$ cat src/rtl/mips_ctrl_pkg.sv
// rtl/mips_ctrl_pkg.sv - shared opcodes, ALU codes and E/M/W control bundle
package mips_ctrl_pkg;

  localparam logic [5:0] OP_RTYPE = 6'h00;
  localparam logic [5:0] OP_J     = 6'h02;
  localparam logic [5:0] OP_JAL   = 6'h03;
  localparam logic [5:0] OP_BEQ   = 6'h04;
  localparam logic [5:0] OP_BNE   = 6'h05;
  localparam logic [5:0] OP_ADDI  = 6'h08;
  localparam logic [5:0] OP_SLTI  = 6'h0A;
  localparam logic [5:0] OP_ANDI  = 6'h0C;
  localparam logic [5:0] OP_ORI   = 6'h0D;
  localparam logic [5:0] OP_LW    = 6'h23;
  localparam logic [5:0] OP_SW    = 6'h2B;

  localparam logic [5:0] FN_NOP = 6'h00;
  localparam logic [5:0] FN_ADD = 6'h20;
  localparam logic [5:0] FN_SUB = 6'h22;
  localparam logic [5:0] FN_AND = 6'h24;
  localparam logic [5:0] FN_OR  = 6'h25;
  localparam logic [5:0] FN_NOR = 6'h27;
  localparam logic [5:0] FN_SLT = 6'h2A;

  localparam logic [3:0] ALU_AND = 4'b0000;
  localparam logic [3:0] ALU_OR  = 4'b0001;
  localparam logic [3:0] ALU_ADD = 4'b0010;
  localparam logic [3:0] ALU_SUB = 4'b0110;
  localparam logic [3:0] ALU_SLT = 4'b0111;
  localparam logic [3:0] ALU_NOR = 4'b1100;

  localparam logic [1:0] REGDST_RT = 2'b00;
  localparam logic [1:0] REGDST_RD = 2'b01;
  localparam logic [1:0] REGDST_RA = 2'b10;

  typedef struct packed {
    logic       regWrite;
    logic       memToReg;
    logic       memWrite;
    logic       aluSrc;
    logic [1:0] regDst;
    logic [3:0] aluCtrl;
    logic       link;
    logic       valid;
    logic       illegal;
  } CtrlBundle;

  function automatic logic [3:0] aluForFunct(input logic [5:0] funct);
    case (funct)
      FN_SUB:  return ALU_SUB;
      FN_AND:  return ALU_AND;
      FN_OR:   return ALU_OR;
      FN_NOR:  return ALU_NOR;
      FN_SLT:  return ALU_SLT;
      default: return ALU_ADD;
    endcase
  endfunction

endpackage

$ cat src/rtl/ctrl_decode.sv
// rtl/ctrl_decode.sv - combinational main/ALU decoder with parameter-gated legality
module ctrl_decode
  import mips_ctrl_pkg::*;
#(
  parameter bit EN_BNE       = 1'b1,
  parameter bit EN_IMM_LOGIC = 1'b1,
  parameter bit EN_JAL       = 1'b1
) (
  input  logic [5:0] op,
  input  logic [5:0] funct,
  input  logic       equal,
  output CtrlBundle  ctrl,
  output logic       pcSrc,
  output logic       jump,
  output logic       branch,
  output logic       extZero,
  output logic       illegal
);

  logic bad;
  logic isBne;

  always_comb begin
    ctrl         = '0;
    ctrl.valid   = 1'b1;
    ctrl.aluCtrl = ALU_ADD;
    ctrl.regDst  = REGDST_RT;
    jump         = 1'b0;
    branch       = 1'b0;
    extZero      = 1'b0;
    isBne        = 1'b0;
    bad          = 1'b0;

    case (op)
      OP_RTYPE: begin
        case (funct)
          FN_NOP: ;
          FN_ADD, FN_SUB, FN_AND, FN_OR, FN_NOR, FN_SLT: begin
            ctrl.regWrite = 1'b1;
            ctrl.regDst   = REGDST_RD;
            ctrl.aluCtrl  = aluForFunct(funct);
          end
          default: bad = 1'b1;
        endcase
      end
      OP_LW: begin
        ctrl.regWrite = 1'b1;
        ctrl.memToReg = 1'b1;
        ctrl.aluSrc   = 1'b1;
      end
      OP_SW: begin
        ctrl.memWrite = 1'b1;
        ctrl.aluSrc   = 1'b1;
      end
      OP_ADDI: begin
        ctrl.regWrite = 1'b1;
        ctrl.aluSrc   = 1'b1;
      end
      OP_SLTI: begin
        ctrl.regWrite = 1'b1;
        ctrl.aluSrc   = 1'b1;
        ctrl.aluCtrl  = ALU_SLT;
      end
      OP_ANDI, OP_ORI: begin
        if (EN_IMM_LOGIC) begin
          ctrl.regWrite = 1'b1;
          ctrl.aluSrc   = 1'b1;
          ctrl.aluCtrl  = (op == OP_ANDI) ? ALU_AND : ALU_OR;
          extZero       = 1'b1;
        end else begin
          bad = 1'b1;
        end
      end
      OP_BEQ: branch = 1'b1;
      OP_BNE: begin
        if (EN_BNE) begin
          branch = 1'b1;
          isBne  = 1'b1;
        end else begin
          bad = 1'b1;
        end
      end
      OP_J: jump = 1'b1;
      OP_JAL: begin
        if (EN_JAL) begin
          jump          = 1'b1;
          ctrl.regWrite = 1'b1;
          ctrl.regDst   = REGDST_RA;
          ctrl.link     = 1'b1;
        end else begin
          bad = 1'b1;
        end
      end
      default: bad = 1'b1;
    endcase

    // Illegal instructions still travel down the pipe so IllegalW can flag them.
    if (bad) begin
      ctrl         = '0;
      ctrl.valid   = 1'b1;
      ctrl.illegal = 1'b1;
      ctrl.aluCtrl = ALU_ADD;
      jump         = 1'b0;
      branch       = 1'b0;
      extZero      = 1'b0;
      isBne        = 1'b0;
    end

    illegal = bad;
    pcSrc   = branch & (equal ^ isBne);
  end

endmodule

$ cat src/rtl/pipe_control_unit.sv
// rtl/pipe_control_unit.sv - decode-stage control with E/M/W pipeline and retire counter
module pipe_control_unit
  import mips_ctrl_pkg::*;
#(
  parameter int ALU_CTRL_W   = 4,
  parameter int CNT_W        = 32,
  parameter bit EN_BNE       = 1'b1,
  parameter bit EN_IMM_LOGIC = 1'b1,
  parameter bit EN_JAL       = 1'b1
) (
  input  logic                  clk,
  input  logic                  rst_n,
  input  logic [5:0]            Op,
  input  logic [5:0]            Funct,
  input  logic                  EqualD,
  input  logic                  FlushE,
  output logic                  PCSrcD,
  output logic                  JumpD,
  output logic                  BranchD,
  output logic                  ExtZeroD,
  output logic                  IllegalD,
  output logic                  RegWriteE,
  output logic                  MemToRegE,
  output logic                  MemWriteE,
  output logic                  ALUSrcE,
  output logic                  ValidE,
  output logic [1:0]            RegDstE,
  output logic [ALU_CTRL_W-1:0] ALUControlE,
  output logic                  RegWriteM,
  output logic                  MemToRegM,
  output logic                  MemWriteM,
  output logic                  ValidM,
  output logic                  RegWriteW,
  output logic                  MemToRegW,
  output logic                  LinkW,
  output logic                  ValidW,
  output logic                  IllegalW,
  output logic [CNT_W-1:0]      RetiredCount
);

  localparam logic [CNT_W-1:0] CNT_MAX = '1;

  CtrlBundle ctrlD;
  CtrlBundle ctrlE;
  logic      linkM;
  logic      illegalM;

  ctrl_decode #(
    .EN_BNE      (EN_BNE),
    .EN_IMM_LOGIC(EN_IMM_LOGIC),
    .EN_JAL      (EN_JAL)
  ) uDecode (
    .op     (Op),
    .funct  (Funct),
    .equal  (EqualD),
    .ctrl   (ctrlD),
    .pcSrc  (PCSrcD),
    .jump   (JumpD),
    .branch (BranchD),
    .extZero(ExtZeroD),
    .illegal(IllegalD)
  );

  always_ff @(posedge clk or negedge rst_n) begin
    if (!rst_n) begin
      ctrlE <= '0;
    end else begin
      ctrlE <= FlushE ? '0 : ctrlD;
    end
  end

  // M and W keep only the bits still consumed downstream.
  always_ff @(posedge clk or negedge rst_n) begin
    if (!rst_n) begin
      RegWriteM <= 1'b0;
      MemToRegM <= 1'b0;
      MemWriteM <= 1'b0;
      ValidM    <= 1'b0;
      linkM     <= 1'b0;
      illegalM  <= 1'b0;
      RegWriteW <= 1'b0;
      MemToRegW <= 1'b0;
      LinkW     <= 1'b0;
      ValidW    <= 1'b0;
      IllegalW  <= 1'b0;
    end else begin
      RegWriteM <= ctrlE.regWrite;
      MemToRegM <= ctrlE.memToReg;
      MemWriteM <= ctrlE.memWrite;
      ValidM    <= ctrlE.valid;
      linkM     <= ctrlE.link;
      illegalM  <= ctrlE.illegal;
      RegWriteW <= RegWriteM;
      MemToRegW <= MemToRegM;
      LinkW     <= linkM;
      ValidW    <= ValidM;
      IllegalW  <= illegalM;
    end
  end

  always_ff @(posedge clk or negedge rst_n) begin
    if (!rst_n) begin
      RetiredCount <= '0;
    end else if (ValidW && !IllegalW && (RetiredCount != CNT_MAX)) begin
      RetiredCount <= RetiredCount + CNT_W'(1);
    end
  end

  assign RegWriteE   = ctrlE.regWrite;
  assign MemToRegE   = ctrlE.memToReg;
  assign MemWriteE   = ctrlE.memWrite;
  assign ALUSrcE     = ctrlE.aluSrc;
  assign ValidE      = ctrlE.valid;
  assign RegDstE     = ctrlE.regDst;
  assign ALUControlE = ALU_CTRL_W'(ctrlE.aluCtrl);

endmodule

$ cat config.mk
export PLATFORM = sky130hd
export DESIGN_NAME = pipe_control_unit
export DESIGN_NICKNAME = d
export VERILOG_FILES = /design/src/rtl/mips_ctrl_pkg.sv /design/src/rtl/ctrl_decode.sv /design/src/rtl/pipe_control_unit.sv
export SDC_FILE = /design/constraint.sdc
export NUM_CORES = 1
export LEC_CHECK = 0
export ABC_CLOCK_PERIOD_IN_PS = 2400
export CORE_MARGIN = 5
export CORE_UTILIZATION = 43
export CTS_BUF_LIST = sky130_fd_sc_hd__clkbuf_8
export DETAILED_ROUTE_END_ITERATION = 8
export PLACE_DENSITY = 0.84
export RECOVER_POWER = 50
export SLEW_MARGIN = 20
export SYNTH_ARGS = -nofsm -noshare
export SYNTH_HDL_FRONTEND = slang
export SYNTH_SLANG_ARGS = --single-unit
$ cat constraint.sdc
create_clock -name clk -period 2.4 [get_ports clk]
set_input_delay 0.6 -clock clk [delete_from_list [all_inputs] [get_ports clk]]
set_output_delay 0.6 -clock clk [all_outputs]
set_load 0.01 [all_outputs]
==> summary.txt <==
Min path
  – Hold Crit Class: flop to flop

Detailed routing
  – Via/cell ratio: 5.16
  – DRT Pass-1 Iters: 4
  – Via count: 2141
  – Routed WL: 6140 µm
  – 1st-iter DRT viols: 108
  – Routed WL per cell: 14.8 µm
  – Residual DRC count: 0
  – ANT nets after route: 0

Floorplan
  – Initial Utilization: 43.8%
  – Row cnt: 28
  – Die area: 7650 µm²
  – Die height: 87.4 µm
  – Die Width: 87.4 µm
  – # IOs: 73
  – Core footprint: 5890 µm²

Global routing
  – Initial antenna violation count: 0
  – Largest net degree at the start of global routing: 57
  – Tot GR Track Use: 17.0%
  – Vias in the first global route: 2232
  – Grt total ovfl: 0
  – First-pass GRT wire length: 10100 µm

STA
  – Layout Skew: 0.0107 ns
  – Max_slew headroom: 11.8%
  – Finish-stage setup viols: 0
  – Final Slew Violations: 0
  – Hold Vio Cnt, Final: 0
  – FMAX: 0.425 GHz
  – Worst slew pin tran: 1.32 ns
  – Hold slack: 0.344 ns
  – Final period demand of the worst path: 2.35 ns
  – Unrepaired setup endpoints after global routing: true
  – Tcrit/Tclk final: 98.1%

Logic synthesis
  – Average cell area after synthesis: 11.0 µm²
  – Unique masters post-synth: 42
  – Yosys warns: 0
  – Mapped Nets: 251
  – Number of synthesized flops with an enable pin: 0
  – #FFs+latches synth: 56
  – Synth async-reset ratio: 100%
  – Mapped cell area: 2580 µm²
  – Synth Instances: 234
  – Sequential area share after synthesis: 54.3%
  – Main synth FF type: dfrtp_1

Pwr
  – Static leakage: 1.70 nW
  – Worst vdd ir: 0.000324 V
  – Pwr/cell area: 542 nW/µm²

Clock network
  – Clk sink count: 56
  – # hold bufs at CTS: 0
  – H-tree levels: 2
  – Worst skew pair latency: 0.30 ns
  – CTS Buf Count: 5
  – CTS tree: done
  – Worst-path clk slew: 0.09 ns
  – CTS root buffer: clkbuf_8
  – CTS max path bufs: 2

Cells and area
  – Area Overhead vs Synth: 44.2%
  – Nets: 357
  – Share of layout cells above drive strength 1: 22.1%
  – Final instance count without filler cells: 415
  – Ant. Diodes: 0

Placed design
  – GPL Wtd Cong: 0.890
  – HPWL Detailed: 4430 µm
  – IO Port Bufs: 72
  – Placed Cells: 400

Critical path
  – WP data arrival: 2.58 ns
  – Critical-path maximum fanout: 3
  – Worst path required time: 2.63 ns
  – Crit end category: flop
  – Critical path type: input port to flop
  – Startpoint types: input port

Run
  – Max cap viols: 0

Run status
  – Outcome: completed
## worst paths after layout
path	startpoint	endpoint	slack [ns]	cells after the start
worst min register to register	illegalM$_DFF_PN0_	IllegalW$_DFF_PN0_	0.34	0
max in group asynchronous	rst_n	RegWriteM$_DFF_PN0_	0.94	2
worst max-delay path	Op[5]	ctrlE[0]$_DFF_PN0_	0.05	13
worst max register to register	RetiredCount[0]$_DFFE_PN0P_	RetiredCount[23]$_DFFE_PN0P_	0.18	7
min in group asynchronous	rst_n	RetiredCount[7]$_DFFE_PN0P_	0.67	2
worst min-delay path	illegalM$_DFF_PN0_	IllegalW$_DFF_PN0_	0.34	0
## area by class of cell
cell class	count	area, µm²
clock buffer	7	96.3
fill	497	2170
inverter	6	22.5
multi-input combinational	161	1150
sequential	56	1400
tap	75	93.8
timing repair buffer	110	952
## metal layers
metal	vias to the layer above	track usage, %	share of wire [%]
met5	-	0	0
met4	0	6.97	2.1
met3	15	5.49	7.7
met2	69	30.5	52
met1	1037	18.2	38
li1	1020	-	-
## kinds of logic after synthesis
logic type	share of synthesized area [%]
and+or+nand+nor	24.5
DFF	54.3
xor gates and xnor gates	10.9
AOI/OAI and AO/OA	5.05
buffers and inverters	3.93
muxes	0.873
adders and majority gates	0.485
## critical path, cell delays in order
cell           delay, ns
dlygate4sd2_1       0.25
or3_4               0.40
nand2b_1            0.10
o311ai_2            0.12
buf_4               0.16
buf_4               0.12
buf_4               0.12
buf_4               0.12
buf_4               0.12
buf_4               0.12
buf_4               0.12
buf_4               0.13
a21oi_2             0.11
## synthesized netlist by cell type (all sizes together), types with 6 or more instances
master  instances  area [µm²]
nand3          14         100
nor2           20        75.1
nor3            9        50.1
xnor2          21         184
nand4          10        75.1
inv             6        22.5
nand2          19        71.3
buf             8        67.6
and3            7        43.8
xor2           11        96.3
and4            6        55.1
dfrtp          56        1400
a21oi           6        30.0
nand2b          8        50.1
## stage by stage
stage,util [%],total power [mW],TNS [ns],area (µm²),setup slack [ns]
global route,63.2,2.11,-0.0379,3720,-0.0377
finish,63.2,2.01,0,3720,0.0460
CTS,63.6,2.04,-0.0501,3750,-0.0501
floorplan,-,1.25,0,2580,0.238
detailed placement,60.1,1.49,-2.64,3530,-0.874
global placement,60.1,1.48,-2.45,3530,-0.741
## power by group
group | switching (mW) | internal [mW] | total [mW] | leakage (nW)
Combinational | 0.184 | 0.213 | 0.397 | 0.891
Clock | 0.275 | 0.257 | 0.533 | 0.0503
Sequential | 0.0820 | 1.00 | 1.08 | 0.757
## timing repair
item                                    CTS  global route
endpoints found under the setup margin    5             5
pin swaps                                 7             4
setup buffers                             8             0
gates resized for setup                  47            11
## placed cells by master (no fill, tap or decap), types with 2 or more instances in the layout
cell | synthesis | routed
dfrtp_1 | 56 | 56
a21oi_2 | 0 | 2
clkbuf_8 | 0 | 7
a21oi_1 | 6 | 4
nor3_1 | 8 | 6
nand3b_1 | 2 | 2
dlygate4sd2_1 | 0 | 6
buf_6 | 2 | 2
buf_2 | 0 | 5
o22a_1 | 2 | 2
nand3_2 | 6 | 6
and4_1 | 5 | 5
dlygate4sd3_1 | 0 | 9
xnor2_1 | 21 | 21
inv_1 | 6 | 5
nand2b_1 | 8 | 8
nor3_2 | 1 | 3
clkbuf_2 | 0 | 4
buf_4 | 6 | 33
nor2_1 | 20 | 18
xor2_1 | 11 | 11
clkdlybuf4s50_1 | 0 | 46
nand4_1 | 8 | 8
nand2_1 | 19 | 19
clkbuf_1 | 3 | 3
and2_1 | 2 | 2
and3_1 | 7 | 7
o21ai_0 | 4 | 4
and4b_1 | 2 | 2
nand4_2 | 2 | 2
nand3_1 | 8 | 8
## state kept, by name (all words and copies together) (netlist names), 2 cells and up
signal	count
RetiredCount	32
ALUControlE	4
ctrlE	2
RegDstE	2
(Power assumes the default switching activity.)
